<file path="src/rtl/spi_mem_reader.sv">
// SPI mode-0 master for the diagnostic memory-read protocol: sends {CMD_READ, addr} then clocks len bytes back.
// Optional build macro SPI_READER_ABORT_EN adds the abort input and aborted status output.
module spi_mem_reader #(
  parameter int          CLK_DIV  = 4,
  parameter logic [7:0]  CMD_READ = 8'h03
) (
  input  logic        clk,
  input  logic        reset_n,
  input  logic        start,
  input  logic [15:0] addr,
  input  logic [7:0]  len,
`ifdef SPI_READER_ABORT_EN
  input  logic        abort,
  output logic        aborted,
`endif
  output logic        busy,
  output logic        done,
  output logic [7:0]  rd_data,
  output logic        rd_valid,
  output logic        spi_clk,
  output logic        spi_cs_n,
  output logic        spi_mosi,
  input  logic        spi_miso
);

  localparam int DIV_W = (CLK_DIV > 1) ? $clog2(CLK_DIV) : 1;
  localparam logic [DIV_W-1:0] DIV_LAST = DIV_W'(CLK_DIV - 1);

  typedef enum logic [2:0] {S_IDLE, S_SETUP, S_HEADER, S_DATA, S_HOLD, S_GAP} state_t;

  state_t           r_state;
  state_t           w_state_nx;
  logic [DIV_W-1:0] r_div;
  logic [22:0]      r_shift;
  logic [6:0]       r_rx;
  logic [4:0]       r_hdr_cnt;
  logic [2:0]       r_bit_cnt;
  logic [7:0]       r_byte_cnt;
  logic             r_hold;
  logic             r_fin;
  logic             r_busy;
  logic             r_done;
  logic [7:0]       r_rd_data;
  logic             r_rd_valid;
  logic             r_sclk;
  logic             r_cs_n;
  logic             r_mosi;
  logic             w_tick;
  logic             w_accept;
  logic             w_abort;
  logic             w_last_bit;
  logic [7:0]       w_rx_byte;

  assign w_tick     = (r_div == DIV_LAST);
  // A start coinciding with the done pulse is deliberately dropped.
  assign w_accept   = (r_state == S_IDLE) && start && !r_busy && !r_done;
  assign w_last_bit = (r_bit_cnt == 3'd7) && (r_byte_cnt == 8'd1);
  assign w_rx_byte  = {r_rx, spi_miso};

`ifdef SPI_READER_ABORT_EN
  logic r_aborted;
  assign w_abort = abort && r_busy && (r_state != S_GAP) && (r_state != S_IDLE);
  assign aborted = r_aborted;

  always_ff @(posedge clk or negedge reset_n) begin
    if (!reset_n)      r_aborted <= 1'b0;
    else if (w_accept) r_aborted <= 1'b0;
    else if (w_abort)  r_aborted <= 1'b1;
  end
`else
  assign w_abort = 1'b0;
`endif

  always_ff @(posedge clk or negedge reset_n) begin
    if (!reset_n) r_state <= S_IDLE;
    else          r_state <= w_state_nx;
  end

  always_comb begin
    w_state_nx = r_state;
    case (r_state)
      S_IDLE:   if (w_accept && (len != 8'd0))                  w_state_nx = S_SETUP;
      S_SETUP:  if (w_tick)                                      w_state_nx = S_HEADER;
      S_HEADER: if (w_tick && r_sclk && (r_hdr_cnt == 5'd23))   w_state_nx = S_DATA;
      S_DATA:   if (w_tick && r_sclk && w_last_bit)             w_state_nx = S_HOLD;
      S_HOLD:   if (w_tick && r_hold)                            w_state_nx = S_GAP;
      S_GAP:    if (w_tick)                                      w_state_nx = S_IDLE;
      default:                                                   w_state_nx = S_IDLE;
    endcase
    if (w_abort) w_state_nx = S_GAP;
  end

  always_ff @(posedge clk or negedge reset_n) begin
    if (!reset_n) begin
      r_div      <= '0;
      r_hdr_cnt  <= 5'd0;
      r_bit_cnt  <= 3'd0;
      r_byte_cnt <= 8'd0;
      r_hold     <= 1'b0;
      r_fin      <= 1'b0;
      r_busy     <= 1'b0;
      r_done     <= 1'b0;
      r_rd_data  <= 8'h00;
      r_rd_valid <= 1'b0;
      r_sclk     <= 1'b0;
      r_cs_n     <= 1'b1;
      r_mosi     <= 1'b0;
    end else begin
      r_done     <= 1'b0;
      r_rd_valid <= 1'b0;
      if (r_state != S_IDLE) r_div <= w_tick ? '0 : r_div + 1'b1;
      if (w_abort) begin
        r_sclk <= 1'b0;
        r_mosi <= 1'b0;
        r_cs_n <= 1'b1;
        r_div  <= '0;
      end else begin
        case (r_state)
          S_IDLE: begin
            if (r_fin) begin
              r_fin  <= 1'b0;
              r_done <= 1'b1;
              r_busy <= 1'b0;
            end else if (w_accept) begin
              r_busy     <= 1'b1;
              r_hdr_cnt  <= 5'd0;
              r_bit_cnt  <= 3'd0;
              r_byte_cnt <= len;
              r_hold     <= 1'b0;
              if (len == 8'd0) begin
                r_fin <= 1'b1;
              end else begin
                r_cs_n <= 1'b0;
                r_mosi <= CMD_READ[7];
              end
            end
          end
          S_SETUP: if (w_tick) r_sclk <= 1'b1;
          S_HEADER: begin
            if (w_tick) begin
              if (!r_sclk) begin
                r_sclk <= 1'b1;
              end else begin
                r_sclk    <= 1'b0;
                r_hdr_cnt <= r_hdr_cnt + 5'd1;
                r_mosi    <= (r_hdr_cnt == 5'd23) ? 1'b0 : r_shift[22];
              end
            end
          end
          S_DATA: begin
            if (w_tick) begin
              if (!r_sclk) begin
                r_sclk <= 1'b1;
              end else begin
                r_sclk    <= 1'b0;
                r_bit_cnt <= r_bit_cnt + 3'd1;
                if (r_bit_cnt == 3'd7) begin
                  r_rd_valid <= 1'b1;
                  r_rd_data  <= w_rx_byte;
                  r_byte_cnt <= r_byte_cnt - 8'd1;
                end
              end
            end
          end
          // Two ticks: trailing low half of the last SCK period, then the cs hold tick.
          S_HOLD: begin
            if (w_tick) begin
              if (r_hold) r_cs_n <= 1'b1;
              else        r_hold <= 1'b1;
            end
          end
          S_GAP: if (w_tick) r_fin <= 1'b1;
          default: ;
        endcase
      end
    end
  end

  always_ff @(posedge clk) begin
    if (w_accept)
      r_shift <= {CMD_READ[6:0], addr};
    else if ((r_state == S_HEADER) && w_tick && r_sclk)
      r_shift <= {r_shift[21:0], 1'b0};
    if ((r_state == S_DATA) && w_tick && r_sclk)
      r_rx <= w_rx_byte[6:0];
  end

  assign busy     = r_busy;
  assign done     = r_done;
  assign rd_data  = r_rd_data;
  assign rd_valid = r_rd_valid;
  assign spi_clk  = r_sclk;
  assign spi_cs_n = r_cs_n;
  assign spi_mosi = r_mosi;

endmodule

</file>
<file path="config.mk">
export PLATFORM = sky130hd
export DESIGN_NAME = spi_mem_reader
export DESIGN_NICKNAME = d
export VERILOG_FILES = /design/src/rtl/spi_mem_reader.sv
export SDC_FILE = /design/constraint.sdc
export NUM_CORES = 1
export LEC_CHECK = 0
export BUFFER_PORTS_ARGS = -buffer_cell sky130_fd_sc_hd__buf_4
export CAP_MARGIN = 20
export CORE_ASPECT_RATIO = 1.1
export CORE_UTILIZATION = 40
export DETAILED_ROUTE_END_ITERATION = 6
export PLACE_DENSITY = 0.57
export SLEW_MARGIN = 30
export SYNTH_ARGS = -nofsm -noshare
export SYNTH_HDL_FRONTEND = slang
export SYNTH_SLANG_ARGS = --single-unit
</file>
<file path="constraint.sdc">
create_clock -name clk -period 2.7 [get_ports clk]
set_input_delay 0.27 -clock clk [delete_from_list [all_inputs] [get_ports clk]]
set_output_delay 0.27 -clock clk [all_outputs]
set_load 0.05 [all_outputs]
</file>
-- After elaboration in Yosys (flattened, before gate mapping)
Index checks and enable logic that the tools add are counted.
- register bits after elaboration: 67
- bits in latches: 0
- memory bits (writable): 0
- bits in read-only memories: 0
- bits of input ports: 28
- output and inout bits: 14
- word-level logic and storage cells: 140
- memories kept: 0
- add/subtract/negate cells: 4
- $mul: 0
- div/mod/pow operators: 0
- $lt $le $gt $ge: 0
- equal/unequal tests: 26
- shift operators: 0
- muxes and demuxes: 55
- bitwise gates (word level): 0
- reductions and logical operators: 38
- operators by type and width (cell ; count):
    $mux 8 ; 5
    $mux 16 ; 2
    $mux 3 ; 10
    $ne 2x2->1 const B ; 15
    $mux 1 ; 24
    $reduce_and 6->1 ; 4
    $mux 5 ; 4
    $pmux 3 s6 ; 1
    $pmux 8 s2 ; 1
    $reduce_bool 2->1 ; 7
    $logic_and 1x1->1 ; 13
    $pmux 1 s2 ; 5
    $pmux 5 s2 ; 1
    $reduce_and 5->1 ; 2
    $eq 3x3->1 const B ; 3
    $eq 8x1->1 const B ; 1
    $logic_not 8->1 ; 1
    $reduce_and 4->1 ; 2
    $reduce_bool 8->1 ; 1
    $sub 8x1->8 const B ; 1
    $eq 3x2->1 const B ; 2
    $pmux 3 s2 ; 1
    $add 5x1->5 const B ; 1
    $eq 5x5->1 const B ; 1
    12 further kinds ; 15

-- Longest topological paths before layout
- depth after elaboration: 7
- mapped depth: 8
- depth with buffers taken out: 7

-- Least setup slack after synthesis
OpenSTA, ideal clock, no wires.
- path kind: register -> register
- start: reg r_sclk (netlist: spi_clk)
- end: reg r_shift[0], enable pin
- library setup time: 0.372 ns
- arrival time: 1.778 ns
- data required time: 2.328 ns
- setup slack: 0.551 ns
- stages on the path, launching flop included: 5
- buffers on the path: 1
- period minus slack after synthesis: 2.149 ns
- path through: dfrtp_1 -> nand3_4 -> or3_4 -> clkbuf_1 -> nand2_1
- word-level cells in the longest chain between the ends: 2
- ends and longest elaborated chain (item ; RTL line ; text):
    start: declaration ; 45 ; logic r_sclk;
    start signal: assignment ; 105 ; r_sclk <= 1'b0;
    start signal: assignment ; 113 ; r_sclk <= 1'b0;
    start signal: assignment ; 138 ; S_SETUP: if (w_tick) r_sclk <= 1'b1;
    $logic_and 1x1->1 ; 182 ; else if ((r_state == S_HEADER) && w_tick && r_sclk)
    $reduce_bool 2->1 (no source line) ; - ;
    end signal: assignment ; 181 ; r_shift <= {CMD_READ[6:0], addr};
    end signal: assignment ; 183 ; r_shift <= {r_shift[21:0], 1'b0};
    end: declaration ; 34 ; logic [22:0] r_shift;
No other way between the ends.
A chain may end at the register's enable or synchronous reset.

-- Worst setup path after layout
- start: reg r_bit_cnt[0]
- end: reg r_byte_cnt[1]
- word-level cells in the longest chain between the ends: 3
- ends and longest elaborated chain (item ; RTL line ; text):
    start: declaration ; 37 ; logic [2:0] r_bit_cnt;
    start signal: assignment ; 156 ; r_bit_cnt <= r_bit_cnt + 3'd1;
    $eq 3x3->1 ; 157 ; if (r_bit_cnt == 3'd7) begin
    $ne 2x2->1 (no source line) ; - ;
    $reduce_and 6->1 (no source line) ; - ;
    end signal: assignment ; 128 ; r_byte_cnt <= len;
    end signal: assignment ; 160 ; r_byte_cnt <= r_byte_cnt - 8'd1;
    end: declaration ; 38 ; logic [7:0] r_byte_cnt;
No other way between the ends.

==> impl_metrics.toml <==
[timing]
fmax_ghz = 0.471
timing.final.ws_setup_ps = 578
worst_pin_slew_ps = 582
period_needed_ps = 2120
fin_crit_sh_pct = 78.6
tns_ps = 0
whs_ps = 112
drv_slew = 0
hold_viol = 0
slew_headroom_pct = 61.1
setup_viol = 0
rsz0062_at_grt = "no"
clock-skew-final_ps = 7.78

[grt]
gr-total-overflow = 0
grt_max_degree = 38
grtUsageTotal_pct = 17.3
grt_pass1_wl_um = 10700
grt_pass1_vias = 2282
antenna_found_initial = 0

[power]
peakVddDrop_uv = 255
p_leak_nw = 1.65
power_density_mw_per_mm2 = 492

[clock_tree]
cts.htree.levels = 3
clk_latency_ps = 350
clk_root_buffer_cell = "clkbuf_8"
clockBufferDepth = 2
cts_buffers = 9
postCtsSetupBuffers = 0
tritoncts = "yes"
clk_pin_slew_ps = 70
cts_sinks = 67

[synth]
avgSynthCellArea_sq_um = 10.1
synth_edf_count = 23
synth.top_cell.area_share_pct = 29.1
yosysTopAreaCell = "dfrtp_1"
synth_warnings = 0
yosysSeqAreaShare_pct = 56.9
postSynthCellCount = 306
synth_area_leaders = "dfrtp_1 (29%), edfxtp_1 (22%), nand2_1 (11%)"
netlist_area_sq_mm = 0.00309
synthDistinctLibCells = 51
synth_seq_cells = 67
synth_flop_cell = "dfrtp_1"
async_flop_share_pct = 55.2
syn_nets = 340

[critical_path]
critPathTopFamily = "simple AND/OR/NAND/NOR gates"
cp_common_cell = "ha_1"
slowest_delay_ps = 390
cpMaxStageDelayCell = "dfrtp_1"
worstPathBufferInverterCount = 1
critPathMaxFanout = 17
arrival_ps = 2360
crit_chain = "ha_1 -> ha_1 -> nor2b_1 -> nand2_2 -> inv_1 -> nor2_4 -> mux2_2"
cp_data_required_time_ps = 2930
start_kind = "register"
cp-end-kind = "register"
critical_path_class = "register to register"

[place]
placed_area_sq_mm = 0.00351
gp_congestion = 0.864
dp_slack_ps = 556
hpwl_um = 4260
io_buffers = 41

[drt]
drt_iter0_drc = 119
first_pass_iters = 4
vias = 2348
drt-vias-per-instance = 5.07
routedWlPerCell_um = 13.4
wl_um = 6180
drc_errors = 0
antenna_left = 0

[finish]
multiInputGateArea_sq_mm = 0.00123
stdcell_area_sq_mm = 0.00369
seqCellArea_sq_mm = 0.00176
fillers = 735
post-route-util_pct = 49.4
drive_gt1_share_pct = 22.1
layout.nets = 387
areaGrowthSynthToFinish_pct = 19.5
antennaDiodeCount = 0

[floorplan]
die-area_sq_mm = 0.00808
floorplan.initialDensity_pct = 41.4
die_w_um = 85.8
die_h_um = 94.2
coreArea_sq_mm = 0.00747
rows = 33
io_pins = 42

[status]
status = "completed"

[worst_hold_path]
min_path_type = "input port to register"

[job]
cap_violations = 0
==> area by class of cell <==
class,count,area share (%)
Sequential cell,67,47.6
Multi-Input combinational cell,217,33.2
Timing Repair Buffer,50,10.2
Tap cell,105,3.56
Clock buffer,10,3.46
Clock inverter,6,1.15
Inverter,8,0.813
==> final timing paths <==
| check | start | slack, ps | cells after the start | endpoint |
|---|---|---|---|---|
| min in group asynchronous | reset_n | 420 | 2 | r_byte_cnt[1] |
| worst min-delay path | spi_miso | 110 | 1 | r_rx[0] |
| max in group asynchronous | reset_n | 1920 | 2 | spi_cs_n |
| worst min register to register | r_rx[3] | 450 | 0 | r_rx[4] |
| worst max-delay path | r_bit_cnt[0] | 580 | 7 | r_byte_cnt[1] |
| worst max register to register | r_bit_cnt[0] | 580 | 7 | r_byte_cnt[1] |
==> power by group <==
part           internal (mW)  switching, mW
logic                 0.0284         0.0209
clock network          0.331          0.396
registers               1.04              0
total                   1.40          0.416
==> synth_stat cells, types with 6 or more instances <==
cell type   n
inv_1       8
edfxtp_1   23
clkbuf_1    6
dfrtp_1    36
dfxtp_1     7
nand3_1     7
nor3_1      8
nand2_1    93
o21ai_0    13
a21oi_1    12
nor2_1     10
ha_1        6
o2bb2ai_1   6
==> per-layer routing <==
metal / routed length, um / vias to the layer above / track usage (%) / part of all wire (%)
li1: - / 1176 / - / -
met1: 2920 / 1127 / 22.7 / 47
met2: 2920 / 28 / 26.6 / 47
met3: 174 / 17 / 3.87 / 2.8
met4: 170 / 0 / 9.44 / 2.7
met5: 0 / - / 0 / 0
==> sequential cells by signal (all words and copies together), names as in the netlist, 2 cells and up <==
name,count
r_rx,7
r_shift,23
r_div,2
r_state,3
r_byte_cnt,8
r_bit_cnt,3
rd_data,8
r_hdr_cnt,5
==> what timing repair did <==
item                                   4_1_cts  5_1_grt
hold buffers                                 1        0
resized for setup                            0        0
endpoints found under the hold margin       36        0
==> placed cells by master, fill, tap and decap left out, types with 2 or more instances in the layout <==
cell type   netlist  final
nand2_1          93     93
buf_4             3     49
dfrtp_1          36     36
edfxtp_1         23     23
o21ai_0          13     13
a21oi_1          12     12
nor2_1           10     10
clkbuf_8          0      9
inv_1             8      8
nor3_1            8      8
nand3_1           7      7
dfxtp_1           7      7
o2bb2ai_1         6      6
ha_1              6      6
o22ai_1           5      5
clkinvlp_4        0      5
nor4_1            4      4
a22o_1            4      4
mux2_2            4      4
o211ai_1          4      4
or4_1             4      4
a22oi_1           3      3
and3_1            2      2
and2_1            2      2
nor2b_1           2      2
nand4_1           2      2
nand3b_1          2      2
a21o_1            2      2
nand2b_1          2      2
==> worst reg2reg max path: stages (launching register included) <==
cell     delay, ps
dfrtp_1        390
ha_1           200
ha_1           180
nor2b_1        130
nand2_2        200
inv_1          280
nor2_4         280
mux2_2         360
==> cells by family after synthesis <==
logic type | count (synthesis) | synth area share [%]
AO/OA/AOI/OAI | 54 | 11.5
adder cells (fa/ha/maj) | 6 | 2.43
buffers and inverters | 22 | 3.44
flip-flops | 67 | 56.9
multiplexers | 5 | 1.78
AND/OR/NAND/NOR | 152 | 24.0
==> through the flow <==
step | std cells | power, mW
finish | 463 | 1.82
floorplan | 306 | 1.07
global route | 463 | 1.89
global placement | 446 | 1.11
detailed placement | 446 | 1.11
CTS | 463 | 1.84
Note: power is estimated with default switching activity, not from simulation.
